File: src/rtl/alu_op_sequencer_pkg.sv
// Shared definitions for the ALU operation sequencer: op encodings, FSM states,
// datapath and counter widths, and the flag consistency check.
package alu_op_sequencer_pkg;

    localparam int WIDTH = 32;
    localparam int CNT_W = 4;

    typedef enum logic [2:0] {
        ALU_ADD  = 3'd0,
        ALU_SUB  = 3'd1,
        ALU_SLT  = 3'd2,
        ALU_XOR  = 3'd3,
        ALU_AND  = 3'd4,
        ALU_NAND = 3'd5,
        ALU_NOR  = 3'd6,
        ALU_OR   = 3'd7
    } alu_op_e;

    typedef enum logic [1:0] {
        ST_IDLE    = 2'd0,
        ST_SETTLE  = 2'd1,
        ST_RESPOND = 2'd2
    } state_e;

    // Only ADD/SUB may legitimately raise carry or overflow.
    function automatic logic flag_mismatch(logic [2:0] op, logic res_is_zero,
                                           logic carry, logic ovf, logic zero);
        return (zero != res_is_zero) || ((carry || ovf) && (op >= 3'(ALU_SLT)));
    endfunction

endpackage

File: src/rtl/alu_op_sequencer_if.sv
// Request, ALU-drive and response bundle between a front end, the sequencer
// and the combinational ALU.
interface alu_op_sequencer_if #(parameter int WIDTH = 32);

    logic             req_valid;
    logic             req_ready;
    logic [2:0]       req_op;
    logic [WIDTH-1:0] req_a;
    logic [WIDTH-1:0] req_b;

    logic [WIDTH-1:0] alu_a;
    logic [WIDTH-1:0] alu_b;
    logic [2:0]       alu_control;
    logic [WIDTH-1:0] alu_out;
    logic             alu_carryout;
    logic             alu_overflow;
    logic             alu_zero;

    logic             rsp_valid;
    logic             rsp_ready;
    logic [WIDTH-1:0] rsp_result;
    logic             rsp_carryout;
    logic             rsp_overflow;
    logic             rsp_zero;
    logic [2:0]       rsp_op;
    logic             flag_err;

    // Front end plus ALU side.
    modport master (
        output req_valid, req_op, req_a, req_b, rsp_ready,
        output alu_out, alu_carryout, alu_overflow, alu_zero,
        input  req_ready, rsp_valid, rsp_result, rsp_carryout, rsp_overflow,
        input  rsp_zero, rsp_op, flag_err, alu_a, alu_b, alu_control
    );

    // Sequencer side.
    modport slave (
        input  req_valid, req_op, req_a, req_b, rsp_ready,
        input  alu_out, alu_carryout, alu_overflow, alu_zero,
        output req_ready, rsp_valid, rsp_result, rsp_carryout, rsp_overflow,
        output rsp_zero, rsp_op, flag_err, alu_a, alu_b, alu_control
    );

endinterface

File: src/rtl/alu_op_sequencer_settle_counter.sv
// Down-counter timing how long the ALU inputs are held before the result is captured.
module settle_counter
    import alu_op_sequencer_pkg::*;
(
    input  logic             clk,
    input  logic             reset,
    input  logic             load,
    input  logic [CNT_W-1:0] load_val,
    input  logic             dec,
    output logic             done,
    output logic [CNT_W-1:0] cnt
);

    always_ff @(posedge clk) begin
        if (reset)
            cnt <= '0;
        else if (load)
            cnt <= load_val;
        else if (dec && cnt != '0)
            cnt <= cnt - 1'b1;
    end

    assign done = (cnt == '0);

endmodule

File: src/rtl/alu_op_sequencer.sv
// Initiator for the unclocked ALU: registers a request onto the ALU inputs,
// waits SETTLE_CYCLES, captures result/flags and returns them as a response.
module alu_op_sequencer
    import alu_op_sequencer_pkg::*;
#(
    parameter int WIDTH         = alu_op_sequencer_pkg::WIDTH,
    parameter int SETTLE_CYCLES = 4
) (
    input  logic              clk,
    input  logic              reset,
    alu_op_sequencer_if.slave bus
);

    localparam logic [CNT_W-1:0] SETTLE_LOAD = CNT_W'(SETTLE_CYCLES - 1);

    state_e           state;
    logic             accept;
    logic             cnt_done;
    logic [CNT_W-1:0] cnt;
    logic             res_is_zero;

    // In RESPOND a new request can only enter on the edge that retires the response.
    assign bus.req_ready = (state == ST_IDLE) || ((state == ST_RESPOND) && bus.rsp_ready);
    assign accept        = bus.req_valid && bus.req_ready;
    assign res_is_zero   = (bus.alu_out == {WIDTH{1'b0}});

    settle_counter u_settle (
        .clk      (clk),
        .reset    (reset),
        .load     (accept),
        .load_val (SETTLE_LOAD),
        .dec      (state == ST_SETTLE),
        .done     (cnt_done),
        .cnt      (cnt)
    );

    always_ff @(posedge clk) begin
        if (reset) begin
            state            <= ST_IDLE;
            bus.alu_a        <= '0;
            bus.alu_b        <= '0;
            bus.alu_control  <= '0;
            bus.rsp_valid    <= 1'b0;
            bus.rsp_result   <= '0;
            bus.rsp_carryout <= 1'b0;
            bus.rsp_overflow <= 1'b0;
            bus.rsp_zero     <= 1'b0;
            bus.rsp_op       <= '0;
            bus.flag_err     <= 1'b0;
        end else begin
            // ALU inputs move only here so the settle window always sees stable values.
            if (accept) begin
                bus.alu_a       <= bus.req_a;
                bus.alu_b       <= bus.req_b;
                bus.alu_control <= bus.req_op;
            end

            unique case (state)
                ST_IDLE: begin
                    if (accept)
                        state <= ST_SETTLE;
                end
                ST_SETTLE: begin
                    if (cnt_done) begin
                        bus.rsp_valid    <= 1'b1;
                        bus.rsp_result   <= bus.alu_out;
                        bus.rsp_carryout <= bus.alu_carryout;
                        bus.rsp_overflow <= bus.alu_overflow;
                        bus.rsp_zero     <= bus.alu_zero;
                        bus.rsp_op       <= bus.alu_control;
                        if (flag_mismatch(bus.alu_control, res_is_zero, bus.alu_carryout,
                                          bus.alu_overflow, bus.alu_zero))
                            bus.flag_err <= 1'b1;
                        state <= ST_RESPOND;
                    end
                end
                ST_RESPOND: begin
                    if (bus.rsp_ready) begin
                        bus.rsp_valid <= 1'b0;
                        state         <= accept ? ST_SETTLE : ST_IDLE;
                    end
                end
                default: state <= ST_IDLE;
            endcase
        end
    end

endmodule

File: src/flat_wrapper.sv
// flat-port wrapper written by rule: the top's interface ports become plain ports
module alu_op_sequencer_flat import alu_op_sequencer_pkg::*;
#(
    parameter int WIDTH         = alu_op_sequencer_pkg::WIDTH,
    parameter int SETTLE_CYCLES = 4
)
  (clk, reset, bus_req_valid, bus_req_op, bus_req_a, bus_req_b, bus_rsp_ready, bus_alu_out, bus_alu_carryout, bus_alu_overflow, bus_alu_zero, bus_req_ready, bus_rsp_valid, bus_rsp_result, bus_rsp_carryout, bus_rsp_overflow, bus_rsp_zero, bus_rsp_op, bus_flag_err, bus_alu_a, bus_alu_b, bus_alu_control);
  alu_op_sequencer_if #(.WIDTH(WIDTH)) bus_i ();
  input  logic clk;
  input  logic reset;
  input wire logic [$bits(bus_i.req_valid)-1:0] bus_req_valid;
  input wire logic [$bits(bus_i.req_op)-1:0] bus_req_op;
  input wire logic [$bits(bus_i.req_a)-1:0] bus_req_a;
  input wire logic [$bits(bus_i.req_b)-1:0] bus_req_b;
  input wire logic [$bits(bus_i.rsp_ready)-1:0] bus_rsp_ready;
  input wire logic [$bits(bus_i.alu_out)-1:0] bus_alu_out;
  input wire logic [$bits(bus_i.alu_carryout)-1:0] bus_alu_carryout;
  input wire logic [$bits(bus_i.alu_overflow)-1:0] bus_alu_overflow;
  input wire logic [$bits(bus_i.alu_zero)-1:0] bus_alu_zero;
  output wire logic [$bits(bus_i.req_ready)-1:0] bus_req_ready;
  output wire logic [$bits(bus_i.rsp_valid)-1:0] bus_rsp_valid;
  output wire logic [$bits(bus_i.rsp_result)-1:0] bus_rsp_result;
  output wire logic [$bits(bus_i.rsp_carryout)-1:0] bus_rsp_carryout;
  output wire logic [$bits(bus_i.rsp_overflow)-1:0] bus_rsp_overflow;
  output wire logic [$bits(bus_i.rsp_zero)-1:0] bus_rsp_zero;
  output wire logic [$bits(bus_i.rsp_op)-1:0] bus_rsp_op;
  output wire logic [$bits(bus_i.flag_err)-1:0] bus_flag_err;
  output wire logic [$bits(bus_i.alu_a)-1:0] bus_alu_a;
  output wire logic [$bits(bus_i.alu_b)-1:0] bus_alu_b;
  output wire logic [$bits(bus_i.alu_control)-1:0] bus_alu_control;
  assign bus_i.req_valid = bus_req_valid;
  assign bus_i.req_op = bus_req_op;
  assign bus_i.req_a = bus_req_a;
  assign bus_i.req_b = bus_req_b;
  assign bus_i.rsp_ready = bus_rsp_ready;
  assign bus_i.alu_out = bus_alu_out;
  assign bus_i.alu_carryout = bus_alu_carryout;
  assign bus_i.alu_overflow = bus_alu_overflow;
  assign bus_i.alu_zero = bus_alu_zero;
  assign bus_req_ready = bus_i.req_ready;
  assign bus_rsp_valid = bus_i.rsp_valid;
  assign bus_rsp_result = bus_i.rsp_result;
  assign bus_rsp_carryout = bus_i.rsp_carryout;
  assign bus_rsp_overflow = bus_i.rsp_overflow;
  assign bus_rsp_zero = bus_i.rsp_zero;
  assign bus_rsp_op = bus_i.rsp_op;
  assign bus_flag_err = bus_i.flag_err;
  assign bus_alu_a = bus_i.alu_a;
  assign bus_alu_b = bus_i.alu_b;
  assign bus_alu_control = bus_i.alu_control;
  alu_op_sequencer #(.WIDTH(WIDTH), .SETTLE_CYCLES(SETTLE_CYCLES)) u_core (.clk(clk), .reset(reset), .bus(bus_i));
endmodule
File: config.mk
export PLATFORM = sky130hd
export DESIGN_NAME = alu_op_sequencer_flat
export DESIGN_NICKNAME = d
export VERILOG_FILES = /design/src/rtl/alu_op_sequencer_pkg.sv /design/src/rtl/alu_op_sequencer_if.sv /design/src/rtl/alu_op_sequencer_settle_counter.sv /design/src/rtl/alu_op_sequencer.sv /design/src/flat_wrapper.sv
export SDC_FILE = /design/constraint.sdc
export NUM_CORES = 1
export LEC_CHECK = 0
export BUFFER_PORTS_ARGS = -buffer_cell sky130_fd_sc_hd__buf_4
export CAP_MARGIN = 40
export CELL_PAD_IN_SITES_DETAIL_PLACEMENT = 1
export CELL_PAD_IN_SITES_GLOBAL_PLACEMENT = 2
export CORE_ASPECT_RATIO = 0.6
export CORE_MARGIN = 4
export CORE_UTILIZATION = 21
export DETAILED_ROUTE_END_ITERATION = 8
export PLACE_DENSITY_LB_ADDON = 0.1
export SLEW_MARGIN = 20
export SYNTH_ARGS = -nofsm -noshare
export SYNTH_HDL_FRONTEND = slang
export SYNTH_SLANG_ARGS = --single-unit
File: constraint.sdc
create_clock -name clk -period 1.63 [get_ports clk]
set_input_delay 0.163 -clock clk [delete_from_list [all_inputs] [get_ports clk]]
set_output_delay 0.163 -clock clk [all_outputs]
set_load 0.01 [all_outputs]
Yosys cells after proc, flatten, opt, wreduce, memory -nomap -nowiden. Index checks and enable logic that the tools add are counted.

Output and inout bits: 108. Input bits: 106. Bits in registers: 113. Logic and storage cells: 49.

Reduce and logical (&&, ||, !) cells: 18. Mux-type cells: 10. Magnitude comparators: 1. Add/sub/neg operators: 1. Equal/unequal tests: 6.

Operators with widths (count): logical NOT 32 bit (1); two-way mux 2 bit (5); AND reduction 3 bit (3); case mux 2 bit (3 select lines) (1); logical AND 1 bit (4); logical NOT 4 bit (1); inequality test 2 x 1 -> 1 bit (second input constant) (2); nonzero test 2 bit (2); nonzero test 4 bit (1); subtractor 4 x 1 -> 4 bit (second input constant) (1); >= comparator 3 x 2 -> 1 bit (second input constant) (1); logical OR 1 bit (3); two-way mux 1 bit (3); equality test 2 x 1 -> 1 bit (second input constant) (1); equality test 2 bit (second input constant) (1); logical NOT 2 bit (1); inequality test 2 bit (second input constant) (1); case mux 1 bit (2 select lines) (1); AND reduction 2 bit (1); OR reduction 2 bit (1); inequality test 1 bit (1).

Longest topological paths before layout. Gate-level depths: netlist (run 1).

Depth in word-level cells: 7. Gate-level depth with buffers: 8. Depth with buffers taken out: 6.

Cells and area by module. A second synthesis (run 1) with hierarchy kept.

Cells, all modules: 523. Area total of the unflattened synthesis: 4116.4 µm².

By module, submodules not included: alu_op_sequencer (area each 3853.7 µm², cells each 494, sequential area each 2182.1 µm², instances 1); settle_counter (area each 262.8 µm², cells each 29, sequential area each 80.1 µm², instances 1).

Worst setup path after synthesis (run 1). No wires, ideal clock.

Kind: register -> register. Start: register u_core.u_settle.cnt[0]. End: register u_core.bus.rsp_op[0]. Path slack: -0.101 ns. Cell stages (with the launch flop): 9. Library setup time: 0.132 ns. Data required time: 1.498 ns. Arrival time: 1.599 ns. Buffers on the path: 2. Period minus slack after synthesis: 1.731 ns. Cells stage by stage: dfxtp_1 inv_1 ha_1 or3b_4 or3_1 buf_2 buf_6 nand2_1 a21oi_1.

Cells in the longest elaborated chain, start to end: 2.

RTL lines: start, declared (line alu_op_sequencer_settle_counter.sv:11) `output logic [CNT_W-1:0] cnt`; start signal, assigned (line alu_op_sequencer_settle_counter.sv:18) `cnt <= load_val;`; start signal, assigned (line alu_op_sequencer_settle_counter.sv:20) `cnt <= cnt - 1'b1;`; logical NOT 4 bit (line alu_op_sequencer_settle_counter.sv:23) `assign done = (cnt == '0);`; AND reduction 2 bit (no source line); end signal, assigned (line alu_op_sequencer.sv:70) `bus.rsp_op <= bus.alu_control;`; end, declared (line alu_op_sequencer_if.sv:41) `output rsp_zero, rsp_op, flag_err, alu_a, alu_b, alu_control`.

No other way between the ends. A chain may end at the register's enable or synchronous reset.

Worst setup path after layout (run 1).
Start: register u_core.u_settle.cnt[1]. End: register u_core.bus.rsp_result[8].

Cells in the longest elaborated chain, start to end: 2.

RTL lines: logical NOT 4 bit (line alu_op_sequencer_settle_counter.sv:23); AND reduction 2 bit (no source line); end signal, assigned (line alu_op_sequencer.sv:66) `bus.rsp_result <= bus.alu_out;`; end, declared (line alu_op_sequencer_if.sv:40) `output req_ready, rsp_valid, rsp_result, rsp_carryout, rsp_overflow,`.

No other way between the ends.

==> results of run 1 <==
sequential cells by signal, summed over array words and instances (netlist names):
register,cells
u_core.bus.alu_a,32
u_core.bus.alu_b,32
u_core.bus.rsp_result,32
u_core.u_settle.cnt,4
u_core.bus.alu_control,3
u_core.bus.rsp_op,3
u_core.state,2
u_core.bus.flag_err,1
u_core.bus.rsp_carryout,1
u_core.bus.rsp_overflow,1
u_core.bus.rsp_valid,1
u_core.bus.rsp_zero,1
path summary, 6_finish.rpt:
kind                              from                        end
max             u_core.u_settle.cnt[1]   u_core.bus.rsp_result[8]
min                      bus_req_a[22]       u_core.bus.alu_a[22]
max reg2reg     u_core.u_settle.cnt[1]   u_core.bus.rsp_result[8]
min reg2reg  u_core.bus.rsp_result[13]  u_core.bus.rsp_result[13]
synthesized netlist by cell type (2+ instances only):
| cell type | number | area (um2) |
|---|---|---|
| nor4_1 | 8 | 50.05 |
| inv_1 | 5 | 18.77 |
| nand4_1 | 2 | 12.51 |
| clkbuf_1 | 19 | 71.32 |
| or3_1 | 2 | 12.51 |
| nand2_1 | 212 | 795.8 |
| nor3_1 | 3 | 15.01 |
| nand3_1 | 3 | 15.01 |
| buf_6 | 4 | 45.04 |
| buf_4 | 2 | 15.01 |
| nor2_1 | 2 | 7.510 |
| a21oi_2 | 2 | 17.52 |
| a21oi_1 | 108 | 540.5 |
| buf_2 | 12 | 60.06 |
| xor2_1 | 2 | 17.52 |
| dfxtp_1 | 113 | 2262 |
cell families after synthesis:
logic type	count (synthesis)	synth area share, %
simple gates	236	23.18
compound gates	117	15.05
flops	113	55.65
buf+inv	42	5.171
xor+xnor	3	0.6465
fa+ha+maj	1	0.3077
power groups by stage:
stage	sequential (mW)	clock, mW	combinational, mW
after floorplan	3.18	0	0.471
after detailed placement	3.12	0	1.24
after global routing	3.08	4.48	1.53
after global placement	3.11	0	1.22
after CTS	3.06	4.34	1.41
final	3.06	4.21	1.39
worst min-delay path, delay by kind of cell:
kind,cells,cell delay [ns]
and+or+nand+nor,1,0.05
AOI/OAI and AO/OA,1,0.05
buffers and inverters,1,0.11
metal layers:
metal | vias up | wire length, um
met2 | 134 | 6907
met4 | 0 | 57
met5 | - | 0
li1 | 2199 | -
met3 | 4 | 1283
met1 | 2062 | 7925
metrics by stage:
stage / cells / instance area (um2) / utilization [%] / hold slack, ns / TNS [ns]
2_1_floorplan: 512 / 4085 / - / 0.2990 / -3.636
3_3_place_gp: 949 / 5988 / 31.47 / 0.4092 / -4.977
3_5_place_dp: 949 / 5988 / 31.47 / 0.4204 / -6.184
4_1_cts: 1032 / 7226 / 37.97 / 0.0002737 / -5.766
5_1_grt: 1032 / 7237 / 38.03 / 0.001399 / -8.398
6_report: 1032 / 7237 / 38.03 / 0.01274 / -5.462
layout make-up:
class | count | area, um2
multi-input combinational | 357 | 1627
fill | 2271 | 11790
clock inverter | 12 | 205.2
sequential | 113 | 2265
tap | 246 | 307.8
clock buffer | 20 | 456.7
timing repair buffer | 279 | 2357
inverter | 5 | 18.77
placed cells by master (no fill, tap or decap), types with 3 or more instances in the layout:
| master | synthesis | routed |
|---|---|---|
| buf_4 | 2 | 224 |
| nand2_1 | 212 | 211 |
| dfxtp_1 | 113 | 111 |
| a21oi_1 | 108 | 108 |
| dlygate4sd3_1 | 0 | 44 |
| clkbuf_16 | 0 | 17 |
| nor4_1 | 8 | 8 |
| buf_12 | 0 | 6 |
| bufinv_16 | 0 | 5 |
| inv_1 | 5 | 3 |
| nor3_1 | 3 | 3 |
| nand3_1 | 3 | 3 |
| clkinv_4 | 0 | 3 |
what timing repair did:
action	CTS	global route
setup buffers	4	0
hold endpoints to repair	44	0
gates resized for setup	5	3
pin swaps	1	1
endpoints found under the setup margin	41	42
hold buffers	44	0
gates cloned	3	0
==> metrics, run 1 <==
largest net degree at the start of global routing 70; Die Ht approximately 120 um; pre-CTS setup slack -0.1779 ns; Post-Syn Instances 512; CP arrival between 2 and 2.5 ns; DRC errors left 0; RSZ-0062 raised after global routing yes; Sw Ratio around a quarter; max cap viols 0; syn nets roughly 620; Buf+Inv Stages, Crit Path 2; status complete, but fails checks; clock latency on the worst-skew pair between 0.4 and 0.5 ns; first-pass GRT wire length between 20 and 30 mm; per-cell routed wire length 15.67 um; met1 usage roughly a fifth; Cell variety after synth 29; Post-synth EDFFs 0; Tot Pwr slightly below 9 mW; static leakage 3.126 nW; clk sinks roughly 110; Logic pwr share 16.0%; DRT iter0 DRCs 126; vias in the first global route approximately 4600; Slew Limit Fails 0; critical path's largest stage delay 0.43 ns; Via Count about 4400; Routability Congestion about 0.76; layout cells sized above 1 a little over a third; Reg power frac approximately a third; P&R area growth vs syn 78.02%; GR Util All Layers 14.75%; sw power approximately 2.2 mW; GR Util met2 about 22%; chip width 187.6 um; Final Critical Period between 1.5 and 2 ns; M3 GR Usage roughly 6%; worst hold path type in -> reg; Hold Path Cell Cnt 3; clk buf depth 2; total die area roughly 22000 um2; Max VDD drop about 0.64 mV; Worst setup EP type register; post-synthesis sequential area ratio a little under three fifths; CP Class reg -> reg; number of vias per cell 4.263; f_max between 500 and 600 MHz; H-tree depth 4; cts bufs inserted 17; Worst setup SP type register; initial antenna violation count 0; PwrDens between 1000 and 1500 nW/um2; Final ANT Viol Nets 0; CTS tree built; Clock Power Share between 40 and 50%; WL final ~16 mm; top_reg_cell synth dfxtp_1; Port Buffers between 200 and 250; Worst Tran Pin Value between 0.4 and 0.5 ns; crit-path cells inv_2 -> ha_4 -> or3b_4 -> or3_4 -> buf_12 -> nand2_1 -> a21oi_1; n_diodes 0; final cycle utilization of the critical path 109.6%; Row Count 39; CP required 1.90 ns; reg2reg path depth 7; post-route setup slack -0.1573 ns; synthesis-stage register bit count about 110; Clock Skew ~0.013 ns; Syn Area/Cell 7.940 um2; area of the mapped netlist approximately 4000 um2; relative slew slack between 60% and 70%; DR pass1 iterations 4; nets a little under 900; grt total ovfl 0; GRT busiest layer met2; Worst path depth 7; Setup Viol. Count Final 41; CP max stage cell or3_4; I/O Pins around 210; crit-path max FO 20; asr flop ratio synth 0%; CTS clk-pin slew, worst paths about 0.060 ns; CP delay by family, top simple AND/OR/NAND/NOR gates; hpwl dp between 10 and 15 mm; Clock Tree Root clkbuf_16; Core ar. 19030 um2; failing checks negative setup slack; Yosys Warn Count 0; Final Hold Fails 0; r2r setup slk -0.16 ns; Internal between 6 and 7 mW; starting density of the core a little over a fifth
Note: power is estimated with default switching activity, not from simulation.
==> run 2: changes to the inputs <==
--- a/config.mk
+++ b/config.mk
@@ -13,7 +13,8 @@
 export CORE_MARGIN = 4
 export CORE_UTILIZATION = 21
 export DETAILED_ROUTE_END_ITERATION = 8
-export PLACE_DENSITY_LB_ADDON = 0.1
+export MAX_ROUTING_LAYER = met4
+export PLACE_DENSITY = 0.78
 export SLEW_MARGIN = 20
 export SYNTH_ARGS = -nofsm -noshare
 export SYNTH_HDL_FRONTEND = slang
==> metrics, run 2 (synthesized netlist as in run 1, its figures left out) <==
status complete, but fails checks; failing checks negative setup slack; n_diodes 0; CP required approximately 1.9 ns; Internal roughly 6.2 mW; Clock Power Share between 40% and 50%; Die Ht 115.8 um; critical path's largest stage delay 0.42 ns; Clock Skew around 0.007 ns; clk buf depth 2; DRC errors left 0; number of vias per cell approximately 4.4; clk sinks about 110; total die area ~22000 um2; Port Buffers roughly 210; Critical R2R Launch u_core.u_settle.cnt[0]; Reg power frac 36.7%; PwrDens 1091 nW/um2; reg2reg path depth 7; Final Hold Fails 0; Sw Ratio 25.92%; post-route setup slack -0.1418 ns; most frequent cells in the layout buf_4 (227), nand2_1 (188), dfxtp_1 (110), a21oi_1 (89), dlygate4sd3_1 (69); sw power 2.171 mW; final cycle utilization of the critical path 108.7%; fillers ~2200; reg2reg end u_core.bus.rsp_result[16]; Via Count 4654; commonest non-fill, non-tap cell in the layout buf_4; CTS clk-pin slew, worst paths 0.06 ns; CP delay by family, top simple AND/OR/NAND/NOR gates; crit-path max FO 20; Worst setup SP type register; CP max stage cell or3_4; vias in the first global route about 5000; Slew Limit Fails 0; RSZ-0062 raised after global routing yes; static leakage ~3.3 nW; hold slack roughly 0.020 ns; relative slew slack roughly 64%; chip width 187.6 um; nets roughly 920; hold path start bus_alu_out[22]; layout cells sized above 1 a little over 40%; r2r setup slk -0.14 ns; Worst setup EP type register; Hold Path Cell Cnt 3; Final Critical Period 1.772 ns; cts bufs inserted 17; worst hold path type in -> reg; Worst Tran Pin Value around 0.53 ns; starting density of the core a little over a fifth; CP arrival about 2.1 ns; DRT iter0 DRCs about 160; Setup Viol. Count Final 41; Top Metal Used met4; I/O Pins 214; Logic pwr share a little under a fifth; Row Count 39; hold endpoint u_core.bus.rsp_result[22]; f_max approximately 560 MHz; CTS tree built; H-tree depth 4; CP Class reg -> reg; Fin Setup TNS -4.956 ns; crit-path cells inv_2 -> ha_4 -> or3b_4 -> or3_4 -> buf_16 -> nand2_1 -> a21oi_2; GR Util All Layers between 15 and 20%; Met3 Routed Length around 850 um; P&R area growth vs syn 88.86%; Max VDD drop about 0.63 mV; Clock Tree Root clkbuf_16; grt total ovfl 0; WL final ~17 mm; Metal-1 WL about 7.7 mm; Routability Congestion just under 0.8; per-cell routed wire length about 16 um; Largest regs u_core.bus.alu_a (32), u_core.bus.alu_b (32), u_core.bus.rsp_result (32); routed wl met2 roughly 8.5 mm; clock latency on the worst-skew pair about 0.41 ns; hpwl dp ~11 mm; Final ANT Viol Nets 0; largest net degree at the start of global routing 59; Tot Pwr around 8.4 mW; Core ar. about 19000 um2; Buf+Inv Stages, Crit Path 2; DR pass1 iterations 4; first-pass GRT wire length ~26 mm; max cap viols 0; initial antenna violation count 0
## run 2: worst reg2reg max path, cell delays in order, from the launching register on
cell and delay [ns]:
dfxtp_2 0.32, inv_2 0.08, ha_4 0.13, or3b_4 0.38, or3_4 0.42, buf_16 0.19, nand2_1 0.11, a21oi_2 0.05
## run 2: worst max path at each step
stage,start,to,slack (ns),cells after the start
after CTS,u_core.u_settle.cnt[0],u_core.bus.rsp_result[7],-0.13,9
after global routing,u_core.u_settle.cnt[0],u_core.bus.rsp_result[17],-0.22,9
after floorplan,u_core.u_settle.cnt[1],u_core.bus.rsp_op[0],-0.1,8
final,u_core.u_settle.cnt[0],u_core.bus.rsp_result[16],-0.14,7
after detailed placement,u_core.u_settle.cnt[0],u_core.bus.rsp_result[8],-0.17,8
after global placement,bus_alu_out[16],u_core.bus.flag_err,-0.11,5
## run 2: power by group through the flow
stage / logic [mW] / clock network [mW] / registers [mW]
finish: 1.58 / 3.72 / 3.07
floorplan: 0.471 / 0 / 3.18
global route: 1.71 / 3.97 / 3.09
detailed placement: 1.24 / 0 / 3.12
global placement: 1.20 / 0 / 3.11
CTS: 1.50 / 3.84 / 3.07
## run 2: through the flow
| stage | worst slack, ns | cell area [um2] | instances | utilization (%) |
|---|---|---|---|---|
| after floorplan | -0.09775 | 4085 | 512 | - |
| after global placement | -0.1139 | 5991 | 951 | 31.48 |
| after detailed placement | -0.1717 | 5991 | 951 | 31.48 |
| after CTS | -0.1308 | 7487 | 1061 | 39.34 |
| after global routing | -0.2185 | 7677 | 1066 | 40.34 |
| final | -0.1418 | 7677 | 1066 | 40.34 |
## run 2: per-layer routing
layer  track usage (%)  vias to the layer above
met1             18.98                     2226
met4             6.012                        0
li1                  -                     2264
met2             26.13                      141
met5                 -                        -
met3             3.582                       23
## run 2: area by class of cell
cell class                      instances  area [um2]  area share [%]
Sequential cell                       113        2266           29.51
Tap cell                              246       307.8           4.009
Multi-Input combinational cell        357        1783           23.22
Clock buffer                           20       446.7           5.818
Clock inverter                         11       138.9           1.809
Timing Repair Buffer                  314        2716           35.38
Inverter                                5       18.77          0.2445
## run 2: repair_timing
action                                  CTS  global route
cloned                                    4             3
resized for setup                        35            34
pin swaps                                10            17
setup buffers                             6             3
endpoints found under the hold margin    69             0
hold buffers                             69             0
endpoints found under the setup margin   41            90
